<file path="config.mk">
export PLATFORM = sky130hd
export DESIGN_NAME = pong_vga_renderer_flat
export DESIGN_NICKNAME = d
export VERILOG_FILES = /design/src/rtl/pong_pkg.sv /design/src/rtl/pong_vga_renderer_if.sv /design/src/rtl/pong_vga_renderer_vga_timing.sv /design/src/rtl/pong_vga_renderer.sv /design/src/flat_wrapper.sv
export SDC_FILE = /design/constraint.sdc
export NUM_CORES = 1
export LEC_CHECK = 0
export CORE_ASPECT_RATIO = 1.4
export CORE_UTILIZATION = 55
export DETAILED_ROUTE_END_ITERATION = 10
export DONT_BUFFER_PORTS = 1
export PLACE_DENSITY = 0.66
export SLEW_MARGIN = 25
export SYNTH_ARGS = -nofsm -noshare
export SYNTH_HDL_FRONTEND = slang
export SYNTH_SLANG_ARGS = --single-unit
export TNS_END_PERCENT = 1
</file>
<file path="constraint.sdc">
create_clock -name clk -period 4.6 [get_ports clk]
set_input_delay 0.46 -clock clk [delete_from_list [all_inputs] [get_ports clk]]
set_output_delay 0.46 -clock clk [all_outputs]
set_load 0.02 [all_outputs]
</file>
<file path="src/rtl/pong_pkg.sv">
// pong_pkg
//   Shared constants and types for the Pong VGA renderer.
//   - VGA 640x480@60 timing (active/porch/sync widths, totals, sync windows)
//   - coordinate width (10 bits) and colour channel width (4 bits)
//   - rgb_t pixel type and the colour palette (WHITE, GREEN, RED, GREY, BLACK)
//   - in_span(): half-open range test done one bit wider than the
//     coordinates, so start+size can never wrap back into the screen.
//   NET_X_START/NET_X_END are only used when PONG_CENTER_LINE_EN is defined.
package pong_pkg;

    localparam int COORD_W = 10;
    localparam int COLOR_W = 4;

    localparam int VGA_H_ACTIVE     = 640;
    localparam int VGA_H_FP         = 16;
    localparam int VGA_H_SYNC       = 96;
    localparam int VGA_H_BP         = 48;
    localparam int VGA_H_TOTAL      = VGA_H_ACTIVE + VGA_H_FP + VGA_H_SYNC + VGA_H_BP;
    localparam int VGA_H_SYNC_START = VGA_H_ACTIVE + VGA_H_FP;
    localparam int VGA_H_SYNC_END   = VGA_H_SYNC_START + VGA_H_SYNC;

    localparam int VGA_V_ACTIVE     = 480;
    localparam int VGA_V_FP         = 10;
    localparam int VGA_V_SYNC       = 2;
    localparam int VGA_V_BP         = 33;
    localparam int VGA_V_TOTAL      = VGA_V_ACTIVE + VGA_V_FP + VGA_V_SYNC + VGA_V_BP;
    localparam int VGA_V_SYNC_START = VGA_V_ACTIVE + VGA_V_FP;
    localparam int VGA_V_SYNC_END   = VGA_V_SYNC_START + VGA_V_SYNC;

    // Dashed centre net columns [start, end)
    localparam int NET_X_START = 318;
    localparam int NET_X_END   = 322;

    typedef struct packed {
        logic [COLOR_W-1:0] r;
        logic [COLOR_W-1:0] g;
        logic [COLOR_W-1:0] b;
    } rgb_t;

    localparam rgb_t WHITE = '{4'hF, 4'hF, 4'hF};
    localparam rgb_t GREEN = '{4'h0, 4'hF, 4'h0};
    localparam rgb_t RED   = '{4'hF, 4'h0, 4'h0};
    localparam rgb_t GREY  = '{4'h8, 4'h8, 4'h8};
    localparam rgb_t BLACK = '{4'h0, 4'h0, 4'h0};

    // pos in [start, start+size) evaluated with one extra bit so an object
    // near coordinate 1023 extends off-screen instead of wrapping to 0.
    function automatic logic in_span(input logic [COORD_W-1:0] pos,
                                     input logic [COORD_W-1:0] start,
                                     input int                 size);
        logic [COORD_W:0] p;
        logic [COORD_W:0] lo;
        logic [COORD_W:0] hi;
        p  = {1'b0, pos};
        lo = {1'b0, start};
        hi = lo + (COORD_W+1)'(size);
        return (p >= lo) && (p < hi);
    endfunction

endpackage

</file>
<file path="src/rtl/pong_vga_renderer_if.sv">
// pong_vga_renderer_if
//   Bundle between the game state machine (master) and the renderer (slave).
//   master drives: pix_en, ball_x, ball_y, paddle1, paddle2, game_over
//   slave drives : hsync, vsync, vga_r, vga_g, vga_b, active, frame_tick
interface pong_vga_renderer_if;
    import pong_pkg::*;

    logic               pix_en;
    logic [COORD_W-1:0] ball_x;
    logic [COORD_W-1:0] ball_y;
    logic [COORD_W-1:0] paddle1;
    logic [COORD_W-1:0] paddle2;
    logic               game_over;

    logic               hsync;
    logic               vsync;
    logic [COLOR_W-1:0] vga_r;
    logic [COLOR_W-1:0] vga_g;
    logic [COLOR_W-1:0] vga_b;
    logic               active;
    logic               frame_tick;

    modport master (
        output pix_en, ball_x, ball_y, paddle1, paddle2, game_over,
        input  hsync, vsync, vga_r, vga_g, vga_b, active, frame_tick
    );

    modport slave (
        input  pix_en, ball_x, ball_y, paddle1, paddle2, game_over,
        output hsync, vsync, vga_r, vga_g, vga_b, active, frame_tick
    );

endinterface

</file>
<file path="src/rtl/pong_vga_renderer_vga_timing.sv">
// vga_timing
//   Horizontal/vertical pixel counters plus registered syncs and active flag.
//   Ports:
//     clk, rst    clock, asynchronous active-high reset
//     pix_en      pixel strobe; every register holds while low
//     hcount      current (pre-increment) column, 0..H_TOTAL-1
//     vcount      current (pre-increment) line,   0..V_TOTAL-1
//     visible     combinational: (hcount, vcount) lies in the active area
//     frame_end   combinational: strobe on the last pixel of the last
//                 visible line, i.e. the moment vertical blanking begins
//     hsync/vsync registered active-low syncs (one pixel of latency)
//     active      registered copy of visible, aligned with syncs
module vga_timing
    import pong_pkg::*;
#(
    parameter int H_ACTIVE = VGA_H_ACTIVE,
    parameter int H_FP     = VGA_H_FP,
    parameter int H_SYNC   = VGA_H_SYNC,
    parameter int H_BP     = VGA_H_BP,
    parameter int V_ACTIVE = VGA_V_ACTIVE,
    parameter int V_FP     = VGA_V_FP,
    parameter int V_SYNC   = VGA_V_SYNC,
    parameter int V_BP     = VGA_V_BP
) (
    input  logic               clk,
    input  logic               rst,
    input  logic               pix_en,
    output logic [COORD_W-1:0] hcount,
    output logic [COORD_W-1:0] vcount,
    output logic               visible,
    output logic               frame_end,
    output logic               hsync,
    output logic               vsync,
    output logic               active
);

    localparam int H_TOTAL = H_ACTIVE + H_FP + H_SYNC + H_BP;
    localparam int V_TOTAL = V_ACTIVE + V_FP + V_SYNC + V_BP;

    localparam logic [COORD_W-1:0] H_LAST     = COORD_W'(H_TOTAL - 1);
    localparam logic [COORD_W-1:0] V_LAST     = COORD_W'(V_TOTAL - 1);
    localparam logic [COORD_W-1:0] H_VIS      = COORD_W'(H_ACTIVE);
    localparam logic [COORD_W-1:0] V_VIS      = COORD_W'(V_ACTIVE);
    localparam logic [COORD_W-1:0] V_LAST_VIS = COORD_W'(V_ACTIVE - 1);
    localparam logic [COORD_W-1:0] HS_START   = COORD_W'(H_ACTIVE + H_FP);
    localparam logic [COORD_W-1:0] HS_END     = COORD_W'(H_ACTIVE + H_FP + H_SYNC);
    localparam logic [COORD_W-1:0] VS_START   = COORD_W'(V_ACTIVE + V_FP);
    localparam logic [COORD_W-1:0] VS_END     = COORD_W'(V_ACTIVE + V_FP + V_SYNC);

    logic [COORD_W-1:0] hcount_reg;
    logic [COORD_W-1:0] vcount_reg;
    logic               hsync_reg;
    logic               vsync_reg;
    logic               active_reg;

    logic h_last;
    logic v_last;
    logic hsync_next;
    logic vsync_next;

    assign h_last     = (hcount_reg == H_LAST);
    assign v_last     = (vcount_reg == V_LAST);
    assign visible    = (hcount_reg < H_VIS) && (vcount_reg < V_VIS);
    assign hsync_next = !((hcount_reg >= HS_START) && (hcount_reg < HS_END));
    assign vsync_next = !((vcount_reg >= VS_START) && (vcount_reg < VS_END));
    assign frame_end  = pix_en && h_last && (vcount_reg == V_LAST_VIS);

    always_ff @(posedge clk or posedge rst) begin
        if (rst) begin
            hcount_reg <= '0;
            vcount_reg <= '0;
            hsync_reg  <= 1'b1;
            vsync_reg  <= 1'b1;
            active_reg <= 1'b0;
        end else if (pix_en) begin
            hcount_reg <= h_last ? '0 : hcount_reg + 1'b1;
            if (h_last) begin
                vcount_reg <= v_last ? '0 : vcount_reg + 1'b1;
            end
            // Outputs describe the pixel addressed before this increment.
            hsync_reg  <= hsync_next;
            vsync_reg  <= vsync_next;
            active_reg <= visible;
        end
    end

    assign hcount = hcount_reg;
    assign vcount = vcount_reg;
    assign hsync  = hsync_reg;
    assign vsync  = vsync_reg;
    assign active = active_reg;

endmodule

</file>
<file path="src/rtl/pong_vga_renderer.sv">
// pong_vga_renderer
//   Draws ball, two paddles and background onto a 12-bit RGB VGA stream.
//   Game coordinates are captured into shadow registers once per frame, on
//   the last pixel of the last visible line, so a frame never tears; the
//   same strobe produces frame_tick for the physics engine.
//   Ports:
//     clk, rst  clock, asynchronous active-high reset
//     vga       pong_vga_renderer_if.slave: pix_en and game state in,
//               hsync/vsync/vga_r/vga_g/vga_b/active/frame_tick out
//   Build option:
//     PONG_CENTER_LINE_EN  when defined, draws a dashed grey net in columns
//                          318..321 (16 lines on, 16 off) below the paddles.
module pong_vga_renderer
    import pong_pkg::*;
#(
    parameter int H_ACTIVE  = VGA_H_ACTIVE,
    parameter int H_FP      = VGA_H_FP,
    parameter int H_SYNC    = VGA_H_SYNC,
    parameter int H_BP      = VGA_H_BP,
    parameter int V_ACTIVE  = VGA_V_ACTIVE,
    parameter int V_FP      = VGA_V_FP,
    parameter int V_SYNC    = VGA_V_SYNC,
    parameter int V_BP      = VGA_V_BP,
    parameter int BALL_SIZE = 8,
    parameter int PAD_W     = 8,
    parameter int PAD_H     = 64,
    parameter int PAD1_X    = 16,
    parameter int PAD2_X    = 616
) (
    input  logic               clk,
    input  logic               rst,
    pong_vga_renderer_if.slave vga
);

    localparam int NUM_PADS = 2;

    logic [COORD_W-1:0] hcount;
    logic [COORD_W-1:0] vcount;
    logic               visible;
    logic               frame_end;

    vga_timing #(
        .H_ACTIVE (H_ACTIVE),
        .H_FP     (H_FP),
        .H_SYNC   (H_SYNC),
        .H_BP     (H_BP),
        .V_ACTIVE (V_ACTIVE),
        .V_FP     (V_FP),
        .V_SYNC   (V_SYNC),
        .V_BP     (V_BP)
    ) u_timing (
        .clk       (clk),
        .rst       (rst),
        .pix_en    (vga.pix_en),
        .hcount    (hcount),
        .vcount    (vcount),
        .visible   (visible),
        .frame_end (frame_end),
        .hsync     (vga.hsync),
        .vsync     (vga.vsync),
        .active    (vga.active)
    );

    // ------------------------------------------------------------------
    // Shadow registers for ball and game_over, plus the frame tick
    // ------------------------------------------------------------------
    logic [COORD_W-1:0] ball_x_reg;
    logic [COORD_W-1:0] ball_y_reg;
    logic               game_over_reg;
    logic               frame_tick_reg;

    always_ff @(posedge clk or posedge rst) begin
        if (rst) begin
            ball_x_reg     <= '0;
            ball_y_reg     <= '0;
            game_over_reg  <= 1'b0;
            frame_tick_reg <= 1'b0;
        end else begin
            // Cleared on every clk so the tick is exactly one cycle wide.
            frame_tick_reg <= frame_end;
            if (frame_end) begin
                ball_x_reg    <= vga.ball_x;
                ball_y_reg    <= vga.ball_y;
                game_over_reg <= vga.game_over;
            end
        end
    end

    // ------------------------------------------------------------------
    // Paddles: one shadow register and hit test per paddle
    // ------------------------------------------------------------------
    logic [COORD_W-1:0]  paddle_in [NUM_PADS];
    logic [NUM_PADS-1:0] pad_hit;

    assign paddle_in[0] = vga.paddle1;
    assign paddle_in[1] = vga.paddle2;

    generate
        for (genvar gi = 0; gi < NUM_PADS; gi++) begin : g_pad
            localparam int PAD_X = (gi == 0) ? PAD1_X : PAD2_X;

            logic [COORD_W-1:0] paddle_reg;

            always_ff @(posedge clk or posedge rst) begin
                if (rst) begin
                    paddle_reg <= '0;
                end else if (frame_end) begin
                    paddle_reg <= paddle_in[gi];
                end
            end

            assign pad_hit[gi] = in_span(hcount, COORD_W'(PAD_X), PAD_W) &&
                                 in_span(vcount, paddle_reg, PAD_H);
        end
    endgenerate

    // ------------------------------------------------------------------
    // Compositor
    // ------------------------------------------------------------------
    logic ball_hit;

    assign ball_hit = in_span(hcount, ball_x_reg, BALL_SIZE) &&
                      in_span(vcount, ball_y_reg, BALL_SIZE);

`ifdef PONG_CENTER_LINE_EN
    logic net_hit;

    // vcount[4] alternates every 16 lines, giving the dashed pattern.
    assign net_hit = (hcount >= COORD_W'(NET_X_START)) &&
                     (hcount <  COORD_W'(NET_X_END))   &&
                     !vcount[4];
`endif

    rgb_t pixel_next;
    rgb_t pixel_reg;

    always_comb begin
        pixel_next = BLACK;
        if (visible) begin
            if (ball_hit) begin
                pixel_next = WHITE;
            end else if (|pad_hit) begin
                pixel_next = game_over_reg ? RED : GREEN;
            end
`ifdef PONG_CENTER_LINE_EN
            else if (net_hit) begin
                pixel_next = GREY;
            end
`endif
        end
    end

    // Registered on the same strobe as the syncs so colour and sync align.
    always_ff @(posedge clk or posedge rst) begin
        if (rst) begin
            pixel_reg <= BLACK;
        end else if (vga.pix_en) begin
            pixel_reg <= pixel_next;
        end
    end

    assign vga.vga_r      = pixel_reg.r;
    assign vga.vga_g      = pixel_reg.g;
    assign vga.vga_b      = pixel_reg.b;
    assign vga.frame_tick = frame_tick_reg;

endmodule

</file>
<file path="src/flat_wrapper.sv">
// flat-port wrapper written by rule: the top's interface ports become plain ports
module pong_vga_renderer_flat import pong_pkg::*;
#(
    parameter int H_ACTIVE  = VGA_H_ACTIVE,
    parameter int H_FP      = VGA_H_FP,
    parameter int H_SYNC    = VGA_H_SYNC,
    parameter int H_BP      = VGA_H_BP,
    parameter int V_ACTIVE  = VGA_V_ACTIVE,
    parameter int V_FP      = VGA_V_FP,
    parameter int V_SYNC    = VGA_V_SYNC,
    parameter int V_BP      = VGA_V_BP,
    parameter int BALL_SIZE = 8,
    parameter int PAD_W     = 8,
    parameter int PAD_H     = 64,
    parameter int PAD1_X    = 16,
    parameter int PAD2_X    = 616
)
  (clk, rst, vga_pix_en, vga_ball_x, vga_ball_y, vga_paddle1, vga_paddle2, vga_game_over, vga_hsync, vga_vsync, vga_vga_r, vga_vga_g, vga_vga_b, vga_active, vga_frame_tick);
  pong_vga_renderer_if vga_i ();
  input  logic clk;
  input  logic rst;
  input wire logic [$bits(vga_i.pix_en)-1:0] vga_pix_en;
  input wire logic [$bits(vga_i.ball_x)-1:0] vga_ball_x;
  input wire logic [$bits(vga_i.ball_y)-1:0] vga_ball_y;
  input wire logic [$bits(vga_i.paddle1)-1:0] vga_paddle1;
  input wire logic [$bits(vga_i.paddle2)-1:0] vga_paddle2;
  input wire logic [$bits(vga_i.game_over)-1:0] vga_game_over;
  output wire logic [$bits(vga_i.hsync)-1:0] vga_hsync;
  output wire logic [$bits(vga_i.vsync)-1:0] vga_vsync;
  output wire logic [$bits(vga_i.vga_r)-1:0] vga_vga_r;
  output wire logic [$bits(vga_i.vga_g)-1:0] vga_vga_g;
  output wire logic [$bits(vga_i.vga_b)-1:0] vga_vga_b;
  output wire logic [$bits(vga_i.active)-1:0] vga_active;
  output wire logic [$bits(vga_i.frame_tick)-1:0] vga_frame_tick;
  assign vga_i.pix_en = vga_pix_en;
  assign vga_i.ball_x = vga_ball_x;
  assign vga_i.ball_y = vga_ball_y;
  assign vga_i.paddle1 = vga_paddle1;
  assign vga_i.paddle2 = vga_paddle2;
  assign vga_i.game_over = vga_game_over;
  assign vga_hsync = vga_i.hsync;
  assign vga_vsync = vga_i.vsync;
  assign vga_vga_r = vga_i.vga_r;
  assign vga_vga_g = vga_i.vga_g;
  assign vga_vga_b = vga_i.vga_b;
  assign vga_active = vga_i.active;
  assign vga_frame_tick = vga_i.frame_tick;
  pong_vga_renderer #(.H_ACTIVE(H_ACTIVE), .H_FP(H_FP), .H_SYNC(H_SYNC), .H_BP(H_BP), .V_ACTIVE(V_ACTIVE), .V_FP(V_FP), .V_SYNC(V_SYNC), .V_BP(V_BP), .BALL_SIZE(BALL_SIZE), .PAD_W(PAD_W), .PAD_H(PAD_H), .PAD1_X(PAD1_X), .PAD2_X(PAD2_X)) u_core (.clk(clk), .rst(rst), .vga(vga_i));
endmodule
</file>
* Yosys cells after proc, flatten, opt, wreduce, memory -nomap -nowiden *
Cells that the tools add are included.

storage, ports and cells
  bits in registers = 77
  input bits = 44
  output and inout port bits = 16
  word-level logic and storage cells = 65

cells by class
  add/sub/neg operators = 6
  magnitude comparators = 18
  eq/ne operators = 3
  mux-type cells = 6
  reductions and logical operators = 18

operators with widths
  operator                                                                              count
  12-bit 2-to-1 mux                                                                     4
  10-bit by 11-bit less-than comparator with 1-bit output                               4
  10-bit greater-or-equal comparator                                                    4
  10-bit less-than comparator, second input constant                                    3
  10-bit by 4-bit adder with 11-bit output, second input constant                       2
  10-bit by 7-bit adder with 11-bit output, second input constant                       2
  10-bit by 1-bit adder with 10-bit output, second input constant                       2
  10-bit == test, second input constant                                                 2
  10-bit greater-or-equal comparator, second input constant                             2
  10-bit by 9-bit less-than comparator with 1-bit output, second input constant         2
  10-bit 2-to-1 mux                                                                     2
  1-bit logical AND                                                                     14
  10-bit by 9-bit == test with 1-bit output, second input constant                      1
  10-bit by 5-bit greater-or-equal comparator with 1-bit output, second input constant  1
  10-bit by 9-bit greater-or-equal comparator with 1-bit output, second input constant  1
  10-bit by 5-bit less-than comparator with 1-bit output, second input constant         1
  1-bit logical NOT                                                                     2
  2-bit AND reduction                                                                   1
  2-bit OR reduction                                                                    1

* Logic depth before layout (Yosys ltp) *
Gate-level depths: netlist of run 1.

  depth in word-level cells = 8
  depth in mapped cells = 10
  depth with buffers taken out = 10

* Modules after synthesis *
From an unflattened synthesis of run 1, not the netlist that was laid out.

unflattened totals
  cell total of the unflattened synthesis = 512
  area total of the unflattened synthesis = 4722.0 um2

modules (own cells, without submodules)
  module             instances  cells an instance  area each (um2)  seq. area each (um2)
  pong_vga_renderer  1          391                3508.4           1126.1
  vga_timing         1          121                1213.7           578.1

* Worst setup path before layout of run 1 *
Ideal clock, no wire load.

  kind = input -> register
  start point = in vga_pix_en
  end point = reg u_core.ball_x_reg[0]
  library setup time = 0.127 ns
  arrival time = 2.466 ns
  data required time = 4.473 ns
  slack = 2.007 ns
  cell stages on the path = 7
  buffers on the path = 2
  path through = clkbuf_1 -> nand4_1 -> nor4_4 -> nand4_1 -> nor4_4 -> buf_6 -> mux2_1

on the way
  word-level cells in the longest chain between the ends = 2

RTL lines
  element                          line                                source
  from (decl)                      flat_wrapper.sv:22                  input wire logic [$bits(vga_i.pix_en)-1:0] vga_pix_en;
  1-bit logical AND (2 in series)  pong_vga_renderer_vga_timing.sv:66  assign frame_end = pix_en && h_last && (vcount_reg == V_LAST_VIS);
  to (signal assigned)             pong_vga_renderer.sv:82             ball_x_reg <= vga.ball_x;
  to (decl)                        pong_vga_renderer.sv:67             logic [COORD_W-1:0] ball_x_reg;

Every way passes these cells.
A chain may end at the register's enable or synchronous reset.

* Worst setup path after layout of run 1 *
  start point = reg u_core.u_timing.hcount_reg[4], in the netlist u_core.u_timing.hcount[4]
  end point = reg u_core.ball_x_reg[0]

on the way
  word-level cells in the longest chain between the ends = 3

RTL lines
  element                          line                                source
  from (decl)                      pong_vga_renderer_vga_timing.sv:50  logic [COORD_W-1:0] hcount_reg;
  from (signal assigned)           pong_vga_renderer_vga_timing.sv:76  hcount_reg <= h_last ? '0 : hcount_reg + 1'b1;
  10-bit == test                   pong_vga_renderer_vga_timing.sv:61  assign h_last = (hcount_reg == H_LAST);
  1-bit logical AND (2 in series)  pong_vga_renderer_vga_timing.sv:66

Every way passes these cells.

==> impl_metrics.env, run 1 <==
export IMPL_status="finished clean"
export IMPL_cts_root_buffer="clkbuf_16"
export IMPL_dr_first_iter_drc_count=216
export IMPL_cp_data_arrival_time_ps=3440
export IMPL_largest_register_ffs=20
export IMPL_grtUsageTotal_pct=25.38
export IMPL_worst_setup_path_type="register to register"
export IMPL_ys_async_sr_fraction_pct=100.0
export IMPL_dp_worst_setup_slack_ps=1409
export IMPL_final_nets=614
export IMPL_via_count=3554
export IMPL_grt_max_degree=70
export IMPL_ys_flop_type="dfrtp_1"
export IMPL_synth_fp_nets=624
export IMPL_cts_resized=0
export IMPL_final_setup_skew_ps=6.443
export IMPL_overflow=0
export IMPL_worst_slack_ps=1378
export IMPL_slew_viol_final=0
export IMPL_drc=0
export IMPL_hold_class="input pin to asynchronous set/reset pin"
export IMPL_utilization_pct=61.10
export IMPL_startpoint="u_core.u_timing.hcount[4]"
export IMPL_cts_tree="yes"
export IMPL_cts_buffer_depth=2
export IMPL_power_mw=1.595
export IMPL_yosysUniqueCellTypes=46
export IMPL_design_area_um2=5009
export IMPL_period_needed_ps=3222
export IMPL_grt_pass1_vias=3551
export IMPL_rsz0062_at_grt="no"
export IMPL_holdBufCountCts=0
export IMPL_cp_max_fo=69
export IMPL_clock_sinks=68
export IMPL_postCtsSetupBuffers=0
export IMPL_p_per_area_nw_per_um2=318.4
export IMPL_max_freq_mhz=310.4
export IMPL_final_common_cell="ha_1"
export IMPL_multiInputGateArea_um2=2636
export IMPL_start_util_pct=57.02
export IMPL_p_leak_nw=2.522
export IMPL_relSlewSlack_pct=49.89
export IMPL_setup_viol=0
export IMPL_synth_area_um2=4674
export IMPL_core_area_um2=8198
export IMPL_gp_congestion=0.8430
export IMPL_maxCapViolations=0
export IMPL_synth_warnings=0
export IMPL_period_share_pct=70.04
export IMPL_netlist_instances=510
export IMPL_ys_ff_latch=68
export IMPL_fp_dieW_um=79.92
export IMPL_avgSynthCellArea_um2=9.166
export IMPL_placed_cell_area_um2=4691
export IMPL_critical_path_reg2reg_startpoint="u_core.u_timing.hcount[4]"
export IMPL_yosys_area_top_type="dfrtp_1"
export IMPL_yosysTopAreaCellShare_pct=35.33
export IMPL_hold_violations=0
export IMPL_antenna_found_initial=0
export IMPL_fillerInstances=717
export IMPL_avgRoutedWirePerCell_um=16.78
export IMPL_pin_count=60
export IMPL_endpoint_kind="register"
export IMPL_drive_above_1_share_pct=4.356
export IMPL_dieArea_um2=8877
export IMPL_rows=39
export IMPL_ff_latch_area_um2=1704
export IMPL_mostFrequentLayoutCells="70 x ha_1, 66 x dfrtp_1, 56 x nand2_1, 56 x o21ai_0, 51 x inv_1"
export IMPL_die_y_um=111.1
export IMPL_clk_insertion_delay_late_ps=340
export IMPL_start_kind="register"
export IMPL_ir_worst_vdd_mv=0.2314
export IMPL_setup_tns_ps=0
export IMPL_wl_mm=10.19
export IMPL_htreeDepth=3
export IMPL_syn2layout_area_growth_pct=7.147
export IMPL_ant_nets=0
export IMPL_synth_edf_count=0
export IMPL_worst_pin_slew_ps=751.7
export IMPL_diodes=0
export IMPL_cts_buffers=9
export IMPL_vias_per_cell=5.855
export IMPL_synth_seq_area_share_pct=36.46
export IMPL_synthTopCellsByArea="dfrtp_1 35%, ha_1 19%, o21ai_0 6.0%"
export IMPL_clk_pin_slew_ps=60
export IMPL_grt_pass1_wl_mm=17.15
export IMPL_required_ps=4810
export IMPL_numPortBuffers=0
export IMPL_dp_hpwl_mm=7.543
export IMPL_drt_pass1_iter_count=4
==> cells in the mapped netlist, types with 2 or more instances <==
library cell and instances:
nand4b_1 5, nor2_1 20, dfrtp_1 66, o221ai_1 2, a2bb2oi_1 2, dfstp_2 2
and4_1 2, nand2_1 56, and3_1 6, mux2_1 4, nand4_1 10, nor4_4 2
inv_1 52, xor2_1 5, buf_2 6, o211ai_1 3, nor4b_1 2, o31ai_1 4
buf_4 10, nand3_1 16, clkbuf_1 6, a211oi_1 7, nor3_1 7, nand2b_1 6
nand3b_1 3, a31oi_1 3, o21a_1 4, xnor2_1 22, or4_1 2, nor2b_1 2
a21oi_1 23, a21o_1 10, o21ai_0 56, a221o_1 2, ha_1 70, a311oi_1 2
==> critical path: stages (launching register included) <==
cell     delay (ps)
dfrtp_1         520
or3b_1          460
nor4_4          570
nand4_1         260
nor4_4          570
buf_12          340
mux2_1          350
==> layer usage <==
layer | wire length [um] | part of all wire (%) | up-vias | global-route usage [%]
met4 | 292 | 2.9 | 0 | 12.26
met1 | 4217 | 41 | 1682 | 30.08
met2 | 5194 | 51 | 80 | 42.85
met3 | 481 | 4.7 | 22 | 5.267
met5 | 0 | 0 | - | 0
li1 | - | - | 1770 | -
==> power by group <==
group	leakage [nW]	switching (mW)	internal, mW
combinational	1.63	0.0978	0.0782
sequential	0.736	0.0528	0.628
clock	0.159	0.252	0.486
==> cell type report <==
type                       instances  area share (%)
timing repair buffer               2          0.5496
multi-input combinational        367           52.64
clock inverter                     5           1.499
sequential                        68           34.02
inverter                          52           3.897
tap                              102           2.548
clock buffer                      11           4.846
==> metrics by stage <==
stage,cells,hold slack (ps)
after global placement,591,449.2
after detailed placement,591,464.8
final,607,87.94
after floorplan,510,462.3
after global routing,607,135.5
after CTS,607,109.1
==> worst paths after layout <==
| path | slack [ps] | to | depth (start not counted) |
|---|---|---|---|
| max | 1380 | u_core.ball_x_reg[0] | 6 |
| min in group clk | 180 | u_core.u_timing.vsync | 1 |
| min reg2reg | 500 | u_core.g_pad[0].paddle_reg[0] | 1 |
| max in group asynchronous | 3550 | u_core.u_timing.vsync | 2 |
| min | 90 | u_core.g_pad[1].paddle_reg[7] | 1 |
| max reg2reg | 1380 | u_core.ball_x_reg[0] | 6 |
==> logic make-up (layout without fill, tap and decap cells) <==
logic type,count (synthesis),in the layout,share of synthesized area [%]
simple gates,143,143,15.77
compound gates,122,122,15.66
buf+inv,75,70,7.147
fa+ha+maj,70,70,18.74
flops,68,68,36.46
xor+xnor,27,27,5.059
mux,5,5,1.178
(Power assumes the default switching activity.)
==> run 2: changes to the inputs <==
- PLACE_DENSITY: 0.66 -> 0.69
- clock period: 4.6 -> 2.7 ns (I/O delays scaled with it)
==> run 2 against run 1 <==
Net effect: non-clock buffer count rose by 14; final cell count rose by 2.3%; clock power rose by 69%; total power rose by 74%; via count rose by 3.0%; count of clock-buffer cells in the layout rose by 2; clock skew barely moved; sequential cell count did not move; cell area rose by 2.5%; hold slack got worse by 66 ps; maximum frequency rose by 28%.
==> impl_metrics.env, run 2 (synthesis gave the netlist of run 1 again) <==
export IMPL_status="finished clean"
export IMPL_r2r_end="u_core.ball_y_reg[4]"
export IMPL_grtUsageTotal_pct=25.67
export IMPL_syn2layout_area_growth_pct=9.877
export IMPL_vias_per_cell=5.897
export IMPL_avgRoutedWirePerCell_um=16.84
export IMPL_dr_first_iter_drc_count=148
export IMPL_seq_power_share_pct=40.1
export IMPL_setup_viol=0
export IMPL_antenna_found_initial=0
export IMPL_hold_class="input pin to register"
export IMPL_place_inst=600
export IMPL_grt_pass1_vias=3777
export IMPL_holdPathEnd="u_core.u_timing.active"
export IMPL_ant_nets=0
export IMPL_drive_above_1_share_pct=6.744
export IMPL_period_needed_ps=2525
export IMPL_diodes=0
export IMPL_p_per_area_nw_per_um2=539.7
export IMPL_cts_tree="yes"
export IMPL_reg2reg_slack_ps=170
export IMPL_grt_max_degree=36
export IMPL_mostFrequentLayoutCells="70 x ha_1, 66 x dfrtp_1, 56 x nand2_1, 56 x o21ai_0, 51 x inv_1"
export IMPL_switchingPower_uw=714.5
export IMPL_grt_pass1_wl_mm=17.44
export IMPL_power_switching_share_pct=25.78
export IMPL_fin_cells=621
export IMPL_r2r_cells=9
export IMPL_combPwrFrac_pct=14.7
export IMPL_numPortBuffers=0
export IMPL_critical_path_reg2reg_startpoint="u_core.u_timing.hcount[0]"
export IMPL_htreeDepth=3
export IMPL_clk_pin_slew_ps=60
export IMPL_period_share_pct=93.54
export IMPL_cts_buffer_depth=2
export IMPL_maxCapViolations=0
export IMPL_p_leak_nw=2.594
export IMPL_clk_insertion_delay_late_ps=350
export IMPL_die_y_um=111.1
export IMPL_hold_path_depth=1
export IMPL_max_freq_mhz=396.0
export IMPL_start_util_pct=57.02
export IMPL_cp_data_arrival_time_ps=2770
export IMPL_cp_max_fo=29
export IMPL_pin_count=60
export IMPL_ir_worst_vdd_mv=0.4737
export IMPL_min_from="vga_pix_en"
export IMPL_placed_cell_area_um2=4771
export IMPL_overflow=0
export IMPL_cts_buffers=9
export IMPL_final_nets=628
export IMPL_setup_tns_ps=0
export IMPL_final_setup_skew_ps=6.716
export IMPL_required_ps=2950
export IMPL_cts_root_buffer="clkbuf_16"
export IMPL_clkPwrFrac_pct=45.2
export IMPL_worst_setup_path_type="register to register"
export IMPL_drt_pass1_iter_count=4
export IMPL_hold_violations=0
export IMPL_start_kind="register"
export IMPL_final_common_cell="ha_1"
export IMPL_largest_register_ffs=20
export IMPL_design_area_um2=5136
export IMPL_via_count=3662
export IMPL_fp_dieW_um=79.92
export IMPL_gp_congestion=0.8404
export IMPL_clock_sinks=68
export IMPL_dieArea_um2=8877
export IMPL_drc=0
export IMPL_dp_worst_setup_slack_ps=178.6
export IMPL_p_int_mw=2.057
export IMPL_relSlewSlack_pct=50.61
export IMPL_core_area_um2=8198
export IMPL_wl_mm=10.46
export IMPL_worst_pin_slew_ps=740.9
export IMPL_endpoint_kind="register"
export IMPL_cts_resized=0
export IMPL_rows=39
export IMPL_dp_hpwl_mm=7.841
export IMPL_slew_viol_final=0
export IMPL_worst_slack_ps=174.5
==> run 2: cell count changes in the layout (fill, tap and decap cells not counted), sizes merged <==
cell and change:
buf +12, bufinv -1, clkbuf +2, clkinv -2, clkinvlp +1, dlygate4sd3 +2
==> run 2: routing by layer <==
metal | routed length (um) | track usage [%] | vias up
met5 | 0 | 0 | -
met4 | 264 | 10.60 | 0
met3 | 314 | 4.527 | 20
met2 | 5412 | 44.62 | 67
met1 | 4467 | 30.57 | 1776
li1 | - | - | 1799
==> run 2: power by group through the flow <==
stage | Combinational, mW | Clock (mW) | Sequential [mW]
2_1_floorplan | 0.267 | 0 | 1.14
5_1_grt | 0.451 | 1.31 | 1.12
6_report | 0.407 | 1.25 | 1.11
3_5_place_dp | 0.395 | 0 | 1.13
4_1_cts | 0.401 | 1.27 | 1.11
3_3_place_gp | 0.383 | 0 | 1.12
==> run 2: worst max-delay path by stage <==
stage | slack (ps) | start | end
finish | 170 | u_core.u_timing.hcount[0] | u_core.ball_y_reg[4]
CTS | 150 | u_core.u_timing.hcount[0] | u_core.ball_y_reg[4]
global placement | 310 | u_core.u_timing.hcount[0] | u_core.ball_y_reg[3]
floorplan | 130 | u_core.u_timing.hcount[5] | u_core.ball_x_reg[0]
detailed placement | 180 | u_core.u_timing.hcount[0] | u_core.ball_y_reg[4]
global route | -20 | u_core.u_timing.hcount[0] | u_core.ball_x_reg[5]
==> run 2: layout make-up <==
cell class	count	area, um^2
Multi-Input combinational cell	367	2636
Clock inverter	3	42.54
Fill cell	684	3062
Inverter	52	195.2
Sequential cell	68	1704
Timing Repair Buffer	16	150.1
Tap cell	102	127.6
Clock buffer	13	280.3
==> run 2: stage by stage <==
step	power (mW)	utilization [%]	hold slack [ps]
after floorplan	1.403	-	386.8
after CTS	2.788	62.38	18.73
after global placement	1.508	58.20	297.6
after detailed placement	1.525	58.20	319.6
after global routing	2.883	62.65	37.63
final	2.772	62.65	22.37
==> run 2: repair_timing <==
action                                  in CTS  in global routing
hold buffers                                 2                  0
hold endpoints to repair                    33                  0
buffers inserted                             0                  3
endpoints found under the setup margin       0                 14
==> run 2: worst max-delay path, stage by stage, from the launching register on <==
cell and delay [ps]:
dfrtp_1 410, ha_1 190, nand4_1 270, nor4_4 360, nand4_1 180, nor4_4 350
buf_12 220, buf_4 260, nand2_1 80, o21ai_0 90
==> run 3: changes to the inputs <==
- ABC_AREA: not set -> 1
- HOLD_SLACK_MARGIN: not set -> 0.15
==> run 3 against run 2 <==
Net effect: the flow now finishes with violations (design-rule violations); non-clock buffer count rose by 31; register-to-register slack improved by 430 ps; global-route usage rose by 2.0 points; sequential share of layout area fell by 4.9 points; hold slack improved by 130 ps; total power rose by 10%; maximum frequency rose by 20%; synthesized cell count rose by 43%; utilization rose by 3.4 points; wire length rose by 20%; via count rose by 29%; critical path depth rose by 4; critical endpoint is now u_core.vga.vga_r[2].
==> impl_metrics.env, run 3 <==
export IMPL_start_kind="register"
export IMPL_power_mw=3.051
export IMPL_cp_data_arrival_time_ps=2370
export IMPL_fp_dieW_um=84.55
export IMPL_worst_slack_ps=601.5
export IMPL_hold_class="input pin to register"
export IMPL_rsz0062_at_grt="no"
export IMPL_endpoint_kind="register"
export IMPL_diodes=0
export IMPL_synthTopCellsByArea="dfrtp_1 31%, ha_1 17%, nand2_1 15%"
export IMPL_avgRoutedWirePerCell_um=14.36
export IMPL_cts_buffer_depth=2
export IMPL_final_nets=875
export IMPL_dr_first_iter_drc_count=194
export IMPL_synth_seq_area_share_pct=32.48
export IMPL_ant_nets=0
export IMPL_synth_area_um2=5246
export IMPL_synth_fp_nets=842
export IMPL_min_from="vga_pix_en"
export IMPL_max_freq_mhz=476.5
export IMPL_holdPathEnd="u_core.u_timing.hcount[6]"
export IMPL_cts_resized=0
export IMPL_via_count=4711
export IMPL_cts_root_buffer="clkbuf_16"
export IMPL_drt_pass1_iter_count=9
export IMPL_ys_async_sr_fraction_pct=100.0
export IMPL_period_share_pct=77.72
export IMPL_drc=2
export IMPL_antenna_found_initial=0
export IMPL_critical_path_reg2reg_startpoint="u_core.ball_y_reg[3]"
export IMPL_maxCapViolations=0
export IMPL_r2r_end="u_core.vga.vga_r[2]"
export IMPL_netlist_instances=728
export IMPL_synth_edf_count=0
export IMPL_hold_slack_ps=156.7
export IMPL_required_ps=2970
export IMPL_final_setup_skew_ps=5.260
export IMPL_synth_most_common_cell="nand2_1"
export IMPL_die_y_um=117.6
export IMPL_vias_per_cell=5.396
export IMPL_place_inst=814
export IMPL_worst_setup_path_type="register to register"
export IMPL_grt_pass1_vias=4757
export IMPL_syn2layout_area_growth_pct=14.91
export IMPL_dp_hpwl_mm=9.098
export IMPL_design_area_um2=6028
export IMPL_clock_sinks=68
export IMPL_grt_max_degree=47
export IMPL_fin_cells=873
export IMPL_ir_worst_vdd_mv=0.3679
export IMPL_yosysUniqueCellTypes=28
export IMPL_numPortBuffers=0
export IMPL_relSlewSlack_pct=49.68
export IMPL_synth_warnings=0
export IMPL_slew_viol_final=0
export IMPL_r2r_cells=13
export IMPL_period_needed_ps=2099
export IMPL_hold_path_depth=3
export IMPL_yosysTopAreaCellShare_pct=31.48
export IMPL_p_per_area_nw_per_um2=506.1
export IMPL_dp_worst_setup_slack_ps=564.8
export IMPL_hold_violations=0
export IMPL_placed_cell_area_um2=5273
export IMPL_pin_count=60
export IMPL_start_util_pct=57.45
export IMPL_cp_max_fo=4
export IMPL_violations="design-rule violations"
export IMPL_avgSynthCellArea_um2=7.206
export IMPL_mostFrequentLayoutCells="211 x nand2_1, 105 x inv_1, 90 x nand3_1"
export IMPL_worst_pin_slew_ps=754.9
export IMPL_grt_pass1_wl_mm=21.40
export IMPL_setup_viol=0
export IMPL_cts_buffers=9
export IMPL_setup_tns_ps=0
export IMPL_clk_insertion_delay_late_ps=340
export IMPL_final_common_cell="nand2_1"
export IMPL_largest_register_ffs=20
export IMPL_drive_above_1_share_pct=3.655
export IMPL_cts_tree="yes"
export IMPL_gp_congestion=0.8807
export IMPL_reg2reg_slack_ps=600
export IMPL_ys_flop_type="dfrtp_1"
export IMPL_ys_top_cells_by_count="211 x nand2_1, 106 x inv_1, 90 x nand3_1"
export IMPL_status="finished with violations"
export IMPL_ys_ff_latch=68
export IMPL_rows=41
export IMPL_clk_pin_slew_ps=60
export IMPL_overflow=0
export IMPL_grtUsageTotal_pct=27.63
export IMPL_wl_mm=12.54
export IMPL_p_leak_nw=3.067
export IMPL_dieArea_um2=9939
export IMPL_core_area_um2=9131
export IMPL_yosys_area_top_type="dfrtp_1"
export IMPL_utilization_pct=66.02
export IMPL_htreeDepth=3
export IMPL_startpoint="u_core.ball_y_reg[3]"
-- run 3: cell types whose count changed after synthesis, moves of 5 or more --
cell      delta
a211oi_1     -7
a21o_1       -6
and3_1       -6
inv_1       +54
nand2_1    +155
nand2b_1     -6
nand3_1     +74
nand4b_1     -5
nor2_1      +33
nor3_1       +5
o21ai_0     -42
xnor2_1     -18
xor2_1      +11
-- run 3: routing by layer --
| layer | routed length (um) | global-route usage (%) | vias to the layer above |
|---|---|---|---|
| li1 | - | - | 2406 |
| met1 | 4918 | 29.02 | 2189 |
| met2 | 6844 | 51.78 | 99 |
| met3 | 485 | 5.189 | 17 |
| met4 | 291 | 13.45 | 0 |
| met5 | 0 | 0 | - |
-- run 3: critical path: stages (launching register included) --
cell	delay, ps
dfrtp_1	410
inv_1	100
nor2_1	230
nand3_1	130
xor2_1	160
ha_1	300
a21o_1	180
nand3_1	90
nand2_1	50
inv_1	50
nand3_1	70
nor2_1	100
nand2_1	80
nand3_1	70
-- run 3: cell families after synthesis --
group | count (synthesis) | share of synthesized area (%)
AOI/OAI and AO/OA | 50 | 5.247
adders and majority gates | 70 | 16.69
xor gates and xnor gates | 20 | 3.339
and+or+nand+nor | 387 | 31.22
DFF | 68 | 32.48
buffers and inverters | 133 | 11.02
-- run 3: final cells by class --
cell class	instances	area, um^2
inverter	108	405.4
timing repair buffer	47	485.5
fill	851	3103
clock inverter	7	100.1
clock buffer	9	225.2
multi-input combinational	527	2974
tap	107	133.9
sequential	68	1704
-- run 3: what timing repair did --
action,in CTS,in global routing
hold endpoints to repair,76,0
buffers inserted,0,0
hold buffers,43,0
-- run 3: how the worst max path moves through the flow --
stage	depth (start not counted)	end	slack [ps]
final	13	u_core.vga.vga_r[2]	600
after global routing	13	u_core.vga.vga_g[2]	320
after detailed placement	13	u_core.vga.vga_g[2]	560
after CTS	13	u_core.vga.vga_r[2]	550
after global placement	13	u_core.vga.vga_r[2]	610
after floorplan	1	u_core.ball_x_reg[0]	720
-- run 3: power by group --
group          total (mW)  internal (mW)  leakage (nW)  switching [mW]
Sequential           1.20           1.08         0.892           0.128
Combinational       0.553          0.241          2.01           0.312
Clock                1.29          0.815         0.160           0.479
Total                3.05           2.13          3.07           0.919
